**config.mk**
```make
export PLATFORM = sky130hd
export DESIGN_NAME = iobus_timer_periph
export DESIGN_NICKNAME = d
export VERILOG_FILES = /design/src/rtl/iobus_timer_periph.sv
export SDC_FILE = /design/constraint.sdc
export NUM_CORES = 1
export LEC_CHECK = 0
export ABC_AREA = 1
export CORE_MARGIN = 2
export CORE_UTILIZATION = 35
export CTS_CLUSTER_DIAMETER = 120
export DETAILED_ROUTE_END_ITERATION = 10
export GPL_TIMING_DRIVEN = 0
export PLACE_DENSITY = 0.64
export SYNTH_ARGS = -nofsm -noshare
export SYNTH_HDL_FRONTEND = slang
export SYNTH_SLANG_ARGS = --single-unit
export TNS_END_PERCENT = 30
```
**constraint.sdc**
```tcl
create_clock -name CLK -period 7.69 [get_ports CLK]
set_input_delay 1.538 -clock CLK [delete_from_list [all_inputs] [get_ports CLK]]
set_output_delay 1.538 -clock CLK [all_outputs]
set_load 0.02 [all_outputs]
```
**src/rtl/iobus_timer_periph.sv**
```systemverilog
// iobus_timer_periph
//   Memory-mapped responder on the MCU IO bus. It holds an LED register,
//   a synchronized copy of the board switches and a prescaled 32-bit
//   countdown timer. The timer has a sticky expiry flag and a level
//   interrupt toward the MCU.
//
//   Register window: 256 bytes at BASE_ADDR. The word offset is IOBUS_ADDR[7:2].
//     0x00 LEDS     RW [15:0]
//     0x04 SW       RO synchronized SWITCHES
//     0x08 CTRL     RW [2:0] = {IRQ_EN, AUTO_RELOAD, EN}
//     0x0C LOAD     RW [31:0]
//     0x10 COUNT    RO; any write restarts COUNT from LOAD
//     0x14 STATUS   bit0 EXPIRED, write-1-to-clear
//     0x18 PRESCALE RW [PRESCALE_W-1:0]
//
// Ports:
//   CLK, RST          clock and asynchronous active-high reset
//   IOBUS_ADDR/OUT/WR MCU address, write data and write strobe
//   IOBUS_IN          combinational read data (0 on a miss or unmapped offset)
//   SWITCHES          asynchronous switch inputs
//   LEDS              LED register
//   INTR              registered interrupt = EXPIRED & IRQ_EN, one cycle late
module iobus_timer_periph #(
    parameter logic [31:0] BASE_ADDR   = 32'h1100_0000,
    parameter int          SYNC_STAGES = 2,   // must be >= 2
    parameter int          PRESCALE_W  = 16
) (
    input  logic        CLK,
    input  logic        RST,
    input  logic [31:0] IOBUS_ADDR,
    input  logic [31:0] IOBUS_OUT,
    input  logic        IOBUS_WR,
    output logic [31:0] IOBUS_IN,
    input  logic [15:0] SWITCHES,
    output logic [15:0] LEDS,
    output logic        INTR
);

    localparam logic [5:0] REG_LEDS   = 6'h00;
    localparam logic [5:0] REG_SW     = 6'h01;
    localparam logic [5:0] REG_CTRL   = 6'h02;
    localparam logic [5:0] REG_LOAD   = 6'h03;
    localparam logic [5:0] REG_COUNT  = 6'h04;
    localparam logic [5:0] REG_STATUS = 6'h05;
    localparam logic [5:0] REG_PRESC  = 6'h06;

    typedef enum logic [1:0] {S_IDLE, S_RUN, S_DONE} state_t;

    // ---------------- address decode ----------------
    logic       hit;
    logic [5:0] sel;
    logic       wr_en;
    logic       unused_addr_lo;

    assign hit            = (IOBUS_ADDR[31:8] == BASE_ADDR[31:8]);
    assign sel            = IOBUS_ADDR[7:2];
    assign wr_en          = IOBUS_WR & hit;
    assign unused_addr_lo = ^IOBUS_ADDR[1:0];  // byte lanes are ignored

    logic wr_leds, wr_ctrl, wr_load, wr_count, wr_status, wr_presc;
    assign wr_leds   = wr_en && (sel == REG_LEDS);
    assign wr_ctrl   = wr_en && (sel == REG_CTRL);
    assign wr_load   = wr_en && (sel == REG_LOAD);
    assign wr_count  = wr_en && (sel == REG_COUNT);
    assign wr_status = wr_en && (sel == REG_STATUS);
    assign wr_presc  = wr_en && (sel == REG_PRESC);

    // ---------------- state ----------------
    state_t                  state_q,   state_d;
    logic [15:0]             leds_q,    leds_d;
    logic [2:0]              ctrl_q,    ctrl_d;
    logic [31:0]             load_q,    load_d;
    logic [31:0]             count_q,   count_d;
    logic [PRESCALE_W-1:0]   presc_q,   presc_d;
    logic [PRESCALE_W-1:0]   pcnt_q,    pcnt_d;
    logic                    expired_q, expired_d;
    logic                    intr_q,    intr_d;
    logic                    tick;
    logic                    expiry;

    // ---------------- switch synchronizer ----------------
    logic [SYNC_STAGES-1:0][15:0] sync_q;

    always_ff @(posedge CLK or posedge RST) begin
        if (RST) begin
            sync_q <= '0;
        end else begin
            sync_q[0] <= SWITCHES;
            for (int i = 1; i < SYNC_STAGES; i++) begin
                sync_q[i] <= sync_q[i-1];
            end
        end
    end

    // ---------------- register update ----------------
    always_ff @(posedge CLK or posedge RST) begin
        if (RST) begin
            state_q   <= S_IDLE;
            leds_q    <= '0;
            ctrl_q    <= '0;
            load_q    <= '0;
            count_q   <= '0;
            presc_q   <= '0;
            pcnt_q    <= '0;
            expired_q <= 1'b0;
            intr_q    <= 1'b0;
        end else begin
            state_q   <= state_d;
            leds_q    <= leds_d;
            ctrl_q    <= ctrl_d;
            load_q    <= load_d;
            count_q   <= count_d;
            presc_q   <= presc_d;
            pcnt_q    <= pcnt_d;
            expired_q <= expired_d;
            intr_q    <= intr_d;
        end
    end

    // ---------------- next state / timer FSM ----------------
    always_comb begin
        state_d   = state_q;
        leds_d    = leds_q;
        ctrl_d    = ctrl_q;
        load_d    = load_q;
        count_d   = count_q;
        presc_d   = presc_q;
        pcnt_d    = '0;           // the prescaler sits at 0 outside RUN
        expired_d = expired_q;
        tick      = 1'b0;
        expiry    = 1'b0;

        if (wr_leds)  leds_d  = IOBUS_OUT[15:0];
        if (wr_load)  load_d  = IOBUS_OUT;
        if (wr_presc) presc_d = IOBUS_OUT[PRESCALE_W-1:0];

        // Timer step. The tick period is PRESCALE+1 cycles. The count reaches
        // 0 and is then held for one more tick before the timer expires.
        // Together this gives (LOAD+1)*(PRESCALE+1) cycles from reload to expiry.
        if (state_q == S_RUN) begin
            tick   = (pcnt_q == presc_q);
            pcnt_d = tick ? '0 : pcnt_q + 1'b1;
            if (tick) begin
                if (count_q != 32'd0) begin
                    count_d = count_q - 32'd1;
                end else begin
                    expiry = 1'b1;
                    if (ctrl_q[1]) begin
                        count_d = load_q;
                    end else begin
                        state_d = S_DONE;
                        count_d = '0;
                    end
                end
            end
        end

        // A write to COUNT restarts the countdown and wins over a tick on the same edge.
        if (wr_count) begin
            count_d = load_q;
            pcnt_d  = '0;
        end

        // A CTRL write overrides the timer step. An expiry on the same edge
        // still sets EXPIRED below.
        if (wr_ctrl) begin
            ctrl_d = IOBUS_OUT[2:0];
            pcnt_d = '0;
            if (IOBUS_OUT[0]) begin
                state_d = S_RUN;
                count_d = load_q;
            end else begin
                state_d = S_IDLE;
                count_d = count_q;
            end
        end

        // W1C is applied first so that a set on the same edge wins.
        if (wr_status && IOBUS_OUT[0]) expired_d = 1'b0;
        if (expiry)                    expired_d = 1'b1;
    end

    assign intr_d = expired_q & ctrl_q[2];

    // ---------------- read mux ----------------
    always_comb begin
        IOBUS_IN = '0;
        if (hit) begin
            case (sel)
                REG_LEDS:   IOBUS_IN[15:0] = leds_q;
                REG_SW:     IOBUS_IN[15:0] = sync_q[SYNC_STAGES-1];
                REG_CTRL:   IOBUS_IN[2:0]  = ctrl_q;
                REG_LOAD:   IOBUS_IN       = load_q;
                REG_COUNT:  IOBUS_IN       = count_q;
                REG_STATUS: IOBUS_IN[0]    = expired_q;
                REG_PRESC:  IOBUS_IN[PRESCALE_W-1:0] = presc_q;
                default:    IOBUS_IN       = '0;
            endcase
        end
    end

    assign LEDS = leds_q;
    assign INTR = intr_q;

endmodule

```
### Word level (Yosys, flattened, before mapping)

Index checks and enable logic that the tools add are counted.

| storage, ports and cells | value |
|---|---|
| word-level logic and storage cells | 70 |
| output and inout port bits | 49 |
| flip-flop bits (word level) | 151 |

| cells by class | value |
|---|---|
| eq/ne operators | 12 |
| muxes and demuxes | 27 |
| bitwise operators | 2 |
| reduce and logical (&&, ||, !) cells | 16 |
| add/subtract/negate cells | 2 |

Operators by type and width:

| cell | count |
|---|---|
| 2-to-1 mux 32 bit | 8 |
| one-hot mux 13 bit (5 select lines) | 1 |
| 2-to-1 mux 16 bit | 4 |
| one-hot mux 16 bit (2 select lines) | 1 |
| nonzero test 32 bit | 1 |
| subtractor 32 x 1 -> 32 bit, second input constant | 1 |
| == test 24 x 21 -> 1 bit, second input constant | 1 |
| == test 6 x 3 -> 1 bit, second input constant | 3 |
| adder 16 x 1 -> 16 bit, second input constant | 1 |
| == test 16 bit | 1 |
| == test 6 x 2 -> 1 bit, second input constant | 2 |
| one-hot mux 2 bit (6 select lines) | 1 |
| 2-to-1 mux 2 bit | 5 |
| logical AND 1 bit | 7 |
| one-hot mux 1 bit (7 select lines) | 1 |
| == test 6 x 1 -> 1 bit, second input constant | 1 |
| logical NOT 6 bit | 1 |
| 2-to-1 mux 1 bit | 6 |
| != test 2 bit, second input constant | 3 |
| nonzero test 2 bit | 3 |
| nonzero test 3 bit | 2 |
| AND reduction 4 bit | 1 |
| AND reduction 3 bit | 1 |
| bitwise AND 1 bit | 2 |
| == test 2 x 1 -> 1 bit, second input constant | 1 |

### Depth between registers and ports, before layout

Gate-level depths: netlist (run 1).

| logic depth | value |
|---|---|
| depth after elaboration | 6 |
| depth in mapped cells | 13 |

### Worst setup path after synthesis (run 1)

OpenSTA, ideal clock, no wires.

| timing path | value |
|---|---|
| path type | input-to-output |
| start | input IOBUS_ADDR[7] |
| end | output IOBUS_IN[10] |
| path buffers | 1 |
| arrival | 2.852 ns |
| cell stages on the path | 8 |
| path slack | 3.300 ns |
| data required time | 6.152 ns |
| path through | nor2_2 -> nand2_1 -> inv_1 -> nand2_1 -> clkinv_1 -> clkbuf_1 -> nand2_1 -> a31oi_1 |

| between the ends | value |
|---|---|
| cells in the longest elaborated chain, start to end | 3 |
| elaborated cells on any way between the ends | 7 |

RTL lines:

| item | RTL line | source |
|---|---|---|
| start: declaration | 30 | `input logic [31:0] IOBUS_ADDR,` |
| == test 6 x 3 -> 1 bit (tied with other cells) | 189 | `case (sel)` |
| one-hot mux 13 bit (5 select lines) (*) | 189 |  |
| 2-to-1 mux 32 bit (*) | 188 | `if (hit) begin` |
| end: declaration | 33 | `output logic [31:0] IOBUS_IN,` |

Every way passes the cells marked *; elsewhere a longest branch is shown, timed or not.

### Worst setup path after layout (run 1)

| timing path | value |
|---|---|
| start | input IOBUS_ADDR[7] |
| end | output IOBUS_IN[15] |

Same word-level chain as after synthesis.

==> results.py, run 1 <==
metrics = {
    "critical_path": {
        "critical_path.top_delay_family": "buffers and inverters",
        "crit_path_max_cell_delay_ns": 0.67,
        "cp_max_fo": 10,
        "start_kind": "primary input",
        "critPathBufInv": 5,
        "critical_path.slowest_cell": "sky130_fd_sc_hd__clkdlybuf4s50_1",
        "critPathKind": "primary input to primary output",
        "required_ns": 6.15,
        "crit_path_cell_trace": "clkdlybuf4s50_1, nor2_2, nand2_1, inv_1, nand2_1, inv_1, clkbuf_1, a22oi_1, a31oi_1, clkdlybuf4s50_1",
        "worst_setup_path_end_kind": "primary output",
        "worst-endpoint-arrival_ns": 4.48,
    },
    "global_routing": {
        "pin_count_of_the_biggest_net_entering_global_routing": 78,
        "grt_first_pass_wirelength_mm": 44.1,
        "grt_antenna_before_repair": 0,
        "first_global_vias": 8087,
        "grt.overflow.total": 0,
        "grtUsageTotal_pct": 22.2,
    },
    "clock_network": {
        "clock-root-buffer": "sky130_fd_sc_hd__clkbuf_16",
        "cts_buffers": 17,
        "clkLatencyLatePin_ns": 0.43,
        "clk_pin_slew_ns": 0.07,
        "max-clock-path-buffers": 2,
        "cts_tree": "done",
        "post_cts_hold_buffer_count": 0,
        "cts_num_sinks": 151,
        "post_cts_resized": 0,
        "number_of_levels_in_the_clock_h_tree": 4,
        "cts_setup_buffers": 0,
    },
    "logic_synthesis": {
        "edff_count_synth": 0,
        "yosys-top-cells-count": "sky130_fd_sc_hd__nand2_1 (323), sky130_fd_sc_hd__nor2_1 (193), sky130_fd_sc_hd__dfrtp_1 (151)",
        "number_of_flip_flops_and_latches_in_the_synthesized_netlist": 151,
        "top_ff_cell_synth": "sky130_fd_sc_hd__dfrtp_1",
        "synth-warning-count": 0,
        "mappedNetlistArea_sq_um": 8380,
        "syn_nets": 1222,
        "synth_top_cell_by_area": "sky130_fd_sc_hd__dfrtp_1",
        "synth_area_leaders": "sky130_fd_sc_hd__dfrtp_1 (45%), sky130_fd_sc_hd__nand2_1 (14%), sky130_fd_sc_hd__nor2_1 (8.6%)",
        "syn_inst": 1136,
        "synth.distinct_cells": 42,
        "synth_async_sr_flop_share_pct": 100,
        "synthMostInstantiatedCell": "sky130_fd_sc_hd__nand2_1",
        "syn_area_per_cell_sq_um": 7.37,
        "post-synth-top-area-fraction_pct": 45.1,
        "synth-seq-area-share_pct": 45.1,
    },
    "finish": {
        "fin_nets": 1371,
        "sequential_cell_area_sq_um": 3780,
        "final_layout_size_suffix_gt1_share_pct": 7.16,
        "multi_input_comb_area_sq_um": 3960,
        "synthToLayoutAreaGrowth_pct": 27.7,
        "num-fill-cells": 2370,
        "antenna_cells_inserted": 0,
        "final_core_util_pct": 45.6,
    },
    "sta": {
        "timing_max_transition_violations_final": 0,
        "post_layout_minimum_cycle_time_ns": 6.01,
        "timing.slew.headroom_pct": 47.1,
        "setup_violations": 0,
        "hold_viol_final": 0,
        "finalCritPeriodShare_pct": 78.2,
        "fmax_mhz": 166,
        "rsz0062_at_grt": "no",
        "max_slew.worst_pin.slew_ns": 0.794,
        "timing.clock.skew_ns": 0.00811,
    },
    "floorplanning": {
        "initial_core_util_pct": 35.7,
        "ioPinCount": 132,
        "overall_die_width_um": 159,
        "floorplan.die_area_sq_um": 25200,
        "die_h_um": 159,
        "placementRows": 56,
        "std_cell_core_area_sq_um": 23500,
    },
    "routing": {
        "route.antenna.remaining_nets": 0,
        "routed_wire_length_per_instance_um": 17.1,
        "dr_total_vias": 8193,
        "detail_route.vias_per_cell": 5.07,
        "detailedRoute.firstIterationViolations": 675,
        "detailedRoute.firstPassIterationCount": 5,
        "drc": 0,
        "routed_wl_mm": 27.6,
    },
    "placement": {
        "port-buffer-count": 129,
        "post-dp-hpwl_mm": 20.6,
        "gp_congestion": 0.926,
    },
    "power": {
        "total_power_mw": 1.74,
        "cellLeakagePower_nw": 5.00,
        "vdd.ir_drop.worst_v": 0.000130,
        "power_per_cell_area_nw_per_um2": 163,
    },
    "run_status": {
        "run_status": "complete, no violations",
    },
    "job": {
        "max_cap_violations": 0,
    },
    "min_path": {
        "hold_class": "register to register",
    },
}
-- stage by stage --
stage | setup TNS [ns] | area [sq um] | std cells | worst slack [ns] | hold slack, ns
finish | 0 | 10700 | 1617 | 1.68 | 0.350
global route | 0 | 10700 | 1617 | 1.50 | 0.358
CTS | 0 | 10700 | 1617 | 1.70 | 0.350
detailed placement | 0 | 10100 | 1585 | 1.71 | 0.335
global placement | -20.57 | 10100 | 1584 | -0.152 | 0.333
floorplan | 0 | 8380 | 1136 | 2.09 | 0.331
-- metal layers --
layer | track usage [%] | share of wire, % | vias up
li1 | - | - | 3975
met2 | 35.9 | 47 | 288
met1 | 30.2 | 45 | 3895
met4 | 5.67 | 1.8 | 0
met5 | 0 | 0 | -
met3 | 4.83 | 6.7 | 35
-- path summary, 6_finish.rpt --
check	from	end	slack, ns	cells past startpoint
min in group asynchronous	RST	sync_q[9]$_DFF_PP0_	1.60	2
worst min register to register	sync_q[5]$_DFF_PP0_	sync_q[21]$_DFF_PP0_	0.35	0
worst max-delay path	IOBUS_ADDR[7]	IOBUS_IN[15]	1.68	10
worst max register to register	presc_q[1]$_DFFE_PP0P_	pcnt_q[12]$_DFF_PP0_	5.48	9
worst min-delay path	sync_q[5]$_DFF_PP0_	sync_q[21]$_DFF_PP0_	0.35	0
max in group asynchronous	RST	ctrl_q[1]$_DFFE_PP0P_	5.24	3
-- placed cells by master (no fill, tap or decap), drive strengths merged --
master	instances
clkbuf	36
buf	23
nand3b	3
xnor2	3
bufinv	1
or2	3
nand2	335
dfrtp	151
nor3	12
nor3b	3
xor2	12
a21o	1
a22oi	49
a31oi	15
o21ai	73
a21oi	10
nand3	84
inv	116
nor2	205
clkdlybuf4s50	129
nor4	2
nand4	19
o22ai	1
clkinv	8
ha	3
a41oi	1
-- sequential cells by signal (all words and copies together), names as in the netlist --
signal     flops
LEDS          16
count_q       32
load_q        32
sync_q        32
expired_q      1
pcnt_q        16
state_q        2
INTR           1
presc_q       16
ctrl_q         3
-- where the power goes --
group          switching [mW]  internal, mW
Combinational          0.0388        0.0411
Sequential            0.00249         0.802
Clock                   0.385         0.470
Total                   0.426          1.31
-- cell type report --
| type | instances | area share, % |
|---|---|---|
| Tap cell | 319 | 3.73 |
| Inverter | 111 | 3.99 |
| Clock buffer | 18 | 4.10 |
| Buffer | 40 | 2.02 |
| Clock inverter | 14 | 1.50 |
| Timing Repair Buffer | 130 | 12.3 |
| Multi-Input combinational cell | 834 | 37.0 |
| Sequential cell | 151 | 35.3 |
-- worst register-to-register path: stages, from the launching register on --
cell and delay [ns]:
sky130_fd_sc_hd__dfrtp_1 0.44, sky130_fd_sc_hd__nor2_1 0.14, sky130_fd_sc_hd__nor2_1 0.05, sky130_fd_sc_hd__nor2_1 0.08
sky130_fd_sc_hd__nand2_1 0.07, sky130_fd_sc_hd__nor2_1 0.30, sky130_fd_sc_hd__nand2_1 0.15, sky130_fd_sc_hd__nand3_1 0.41
sky130_fd_sc_hd__buf_2 0.36, sky130_fd_sc_hd__nor2_1 0.09
-- cells by family after synthesis --
kind of cell	share of synthesized area, %
fa+ha+maj	0.448
flops	45.1
xor+xnor	1.57
compound gates	10.9
simple gates	34.4
buf+inv	7.62
Note: power is estimated with default switching activity, not from simulation.
==> run 2: changes to the inputs <==
--- a/config.mk
+++ b/config.mk
@@ -11,7 +11,7 @@
 export CTS_CLUSTER_DIAMETER = 120
 export DETAILED_ROUTE_END_ITERATION = 10
 export GPL_TIMING_DRIVEN = 0
-export PLACE_DENSITY = 0.64
+export PLACE_DENSITY = 0.66
 export SYNTH_ARGS = -nofsm -noshare
 export SYNTH_HDL_FRONTEND = slang
 export SYNTH_SLANG_ARGS = --single-unit
==> constraint.sdc (replaced) <==
create_clock -name CLK -period 4.95 [get_ports CLK]
set_input_delay 0.99 -clock CLK [delete_from_list [all_inputs] [get_ports CLK]]
set_output_delay 0.99 -clock CLK [all_outputs]
set_load 0.02 [all_outputs]
==> results.py, run 2 (synthesis gave the netlist of run 1 again) <==
metrics = {
    "sta": {
        "timing.clock.skew_ns": 0.00998,
        "fmax_mhz": 211,
        "post_layout_minimum_cycle_time_ns": 4.73,
        "rsz0062_at_grt": "no",
        "max_slew.worst_pin.slew_ns": 0.731,
        "finalCritPeriodShare_pct": 95.5,
        "timing_max_transition_violations_final": 0,
        "setup_violations": 0,
        "hold_viol_final": 0,
        "timing.slew.headroom_pct": 51.2,
        "tns_ns": 0,
    },
    "placement": {
        "port-buffer-count": 129,
        "cell_count_after_placement": 1588,
        "gp_congestion": 0.918,
        "post-dp-hpwl_mm": 20.8,
    },
    "power": {
        "pwr-share-clk_pct": 49.9,
        "switching_share_pct": 23.9,
        "cellLeakagePower_nw": 5.05,
        "cell_internal_pwr_mw": 2.10,
        "total_switching_power_uw": 659,
        "combinationalPowerShare_pct": 4.7,
        "vdd.ir_drop.worst_v": 0.000175,
        "p_seq_share_pct": 45.4,
        "power_per_cell_area_nw_per_um2": 256,
    },
    "global_routing": {
        "grt_first_pass_wirelength_mm": 43.8,
        "grtUsageTotal_pct": 22.2,
        "grt_antenna_before_repair": 0,
        "first_global_vias": 8048,
        "pin_count_of_the_biggest_net_entering_global_routing": 35,
        "grt.overflow.total": 0,
        "top_usage_layer": "met2",
        "globalRouteMet2Util_pct": 35.5,
        "groute.layer.met1.usage_pct": 30.1,
        "globalRouteMet3Util_pct": 5.04,
    },
    "finish": {
        "final_layout_size_suffix_gt1_share_pct": 7.69,
        "antenna_cells_inserted": 0,
        "fin_nets": 1374,
        "synthToLayoutAreaGrowth_pct": 28.6,
        "registers_with_the_most_flip_flops": "count_q (32), load_q (32), sync_q (32)",
        "num-fill-cells": 2341,
        "layout.cells.most_common_list": "sky130_fd_sc_hd__nand2_1 (323), sky130_fd_sc_hd__nor2_1 (193), sky130_fd_sc_hd__dfrtp_1 (151)",
        "layoutNonFillerInstCount": 1620,
        "mostFrequentLayoutCell": "sky130_fd_sc_hd__nand2_1",
    },
    "critical_path": {
        "worst-endpoint-arrival_ns": 3.74,
        "worst_setup_path_end_kind": "primary output",
        "ff2ff_path_depth": 10,
        "start_kind": "primary input",
        "timing.rr.end": "count_q[29]$_DFFE_PP0P_",
        "register_to_register_setup_slack_ns": 2.76,
        "cp_max_fo": 10,
        "required_ns": 3.96,
        "critPathKind": "primary input to primary output",
        "reg2reg_from": "count_q[6]$_DFFE_PP0P_",
    },
    "routing": {
        "routed_wl_mm": 27.5,
        "detailedRoute.firstIterationViolations": 743,
        "detail_route.vias_per_cell": 5.06,
        "routed_wire_length_per_instance_um": 17.0,
        "dr_total_vias": 8195,
        "drc": 0,
        "route.antenna.remaining_nets": 0,
        "detailedRoute.firstPassIterationCount": 5,
    },
    "clock_network": {
        "cts_num_sinks": 151,
        "clkLatencyLatePin_ns": 0.44,
        "clock-root-buffer": "sky130_fd_sc_hd__clkbuf_16",
        "clk_pin_slew_ns": 0.07,
        "post_cts_hold_buffer_count": 0,
        "cts_buffers": 17,
        "cts_tree": "done",
        "number_of_levels_in_the_clock_h_tree": 4,
        "max-clock-path-buffers": 2,
    },
    "floorplanning": {
        "die_h_um": 159,
        "initial_core_util_pct": 35.7,
        "std_cell_core_area_sq_um": 23500,
        "placementRows": 56,
        "ioPinCount": 132,
        "floorplan.die_area_sq_um": 25200,
        "overall_die_width_um": 159,
    },
    "run_status": {
        "run_status": "complete, no violations",
    },
    "min_path": {
        "hold_path.startpoint": "sync_q[2]$_DFF_PP0_",
        "hold_path_sink": "sync_q[18]$_DFF_PP0_",
        "hold_class": "register to register",
        "hold-path-cell-count": 0,
    },
    "job": {
        "max_cap_violations": 0,
    },
}
run 2: metal layers:
metal / share of wire [%] / up-vias
met5: 0 / -
met4: 1.2 / 0
met3: 6.4 / 26
met2: 47 / 283
met1: 46 / 3905
li1: - / 3981
run 2: layout make-up:
type / instances / area (sq um) / area share, %
clock inverter: 14 / 181 / 1.68
buffer: 40 / 221 / 2.06
sequential: 151 / 3780 / 35.1
tap: 319 / 399 / 3.70
timing repair buffer: 133 / 1370 / 12.7
inverter: 111 / 425 / 3.95
clock buffer: 18 / 439 / 4.08
multi-input combinational: 834 / 3960 / 36.7
run 2: worst max-delay path by stage:
stage | startpoint | to | slack (ns)
2_1_floorplan | IOBUS_ADDR[7] | IOBUS_IN[10] | 1.66
3_3_place_gp | IOBUS_ADDR[7] | IOBUS_IN[15] | 0.07
3_5_place_dp | IOBUS_ADDR[7] | IOBUS_IN[15] | 0.08
4_1_cts | IOBUS_ADDR[7] | IOBUS_IN[15] | 0.06
5_1_grt | IOBUS_ADDR[4] | IOBUS_IN[15] | 0.09
6_report | IOBUS_ADDR[4] | IOBUS_IN[15] | 0.22
run 2: repair_timing:
action | in CTS | in global routing
buffers inserted | 0 | 0
resized for setup | 0 | 8
endpoints found under the setup margin | 0 | 6
run 2: power by group through the flow:
stage | Clock (mW) | Sequential [mW] | Combinational [mW]
6_report | 1.38 | 1.25 | 0.129
5_1_grt | 1.46 | 1.25 | 0.143
4_1_cts | 1.40 | 1.25 | 0.131
3_5_place_dp | 0 | 1.27 | 0.131
3_3_place_gp | 0 | 1.27 | 0.122
2_1_floorplan | 0 | 1.27 | 0.0385
run 2: worst max-delay path, cell delays in order:
cell	delay (ns)
sky130_fd_sc_hd__clkdlybuf4s50_1	0.48
sky130_fd_sc_hd__inv_1	0.04
sky130_fd_sc_hd__nor2_1	0.18
sky130_fd_sc_hd__nand3_1	0.15
sky130_fd_sc_hd__clkinv_1	0.21
sky130_fd_sc_hd__clkbuf_1	0.52
sky130_fd_sc_hd__a22oi_1	0.18
sky130_fd_sc_hd__a31oi_1	0.31
sky130_fd_sc_hd__clkdlybuf4s50_1	0.66
run 2: stage by stage:
step | area (sq um) | setup slack [ns] | hold WS (ns) | utilization (%) | total power, mW
after floorplan | 8380 | 1.66 | 0.331 | - | 1.31
after global placement | 10100 | 0.0728 | 0.332 | 42.9 | 1.40
after detailed placement | 10200 | 0.0787 | 0.335 | 43.2 | 1.41
after CTS | 10800 | 0.0569 | 0.350 | 45.9 | 2.78
after global routing | 10800 | 0.0882 | 0.352 | 45.9 | 2.85
final | 10800 | 0.222 | 0.347 | 45.9 | 2.76
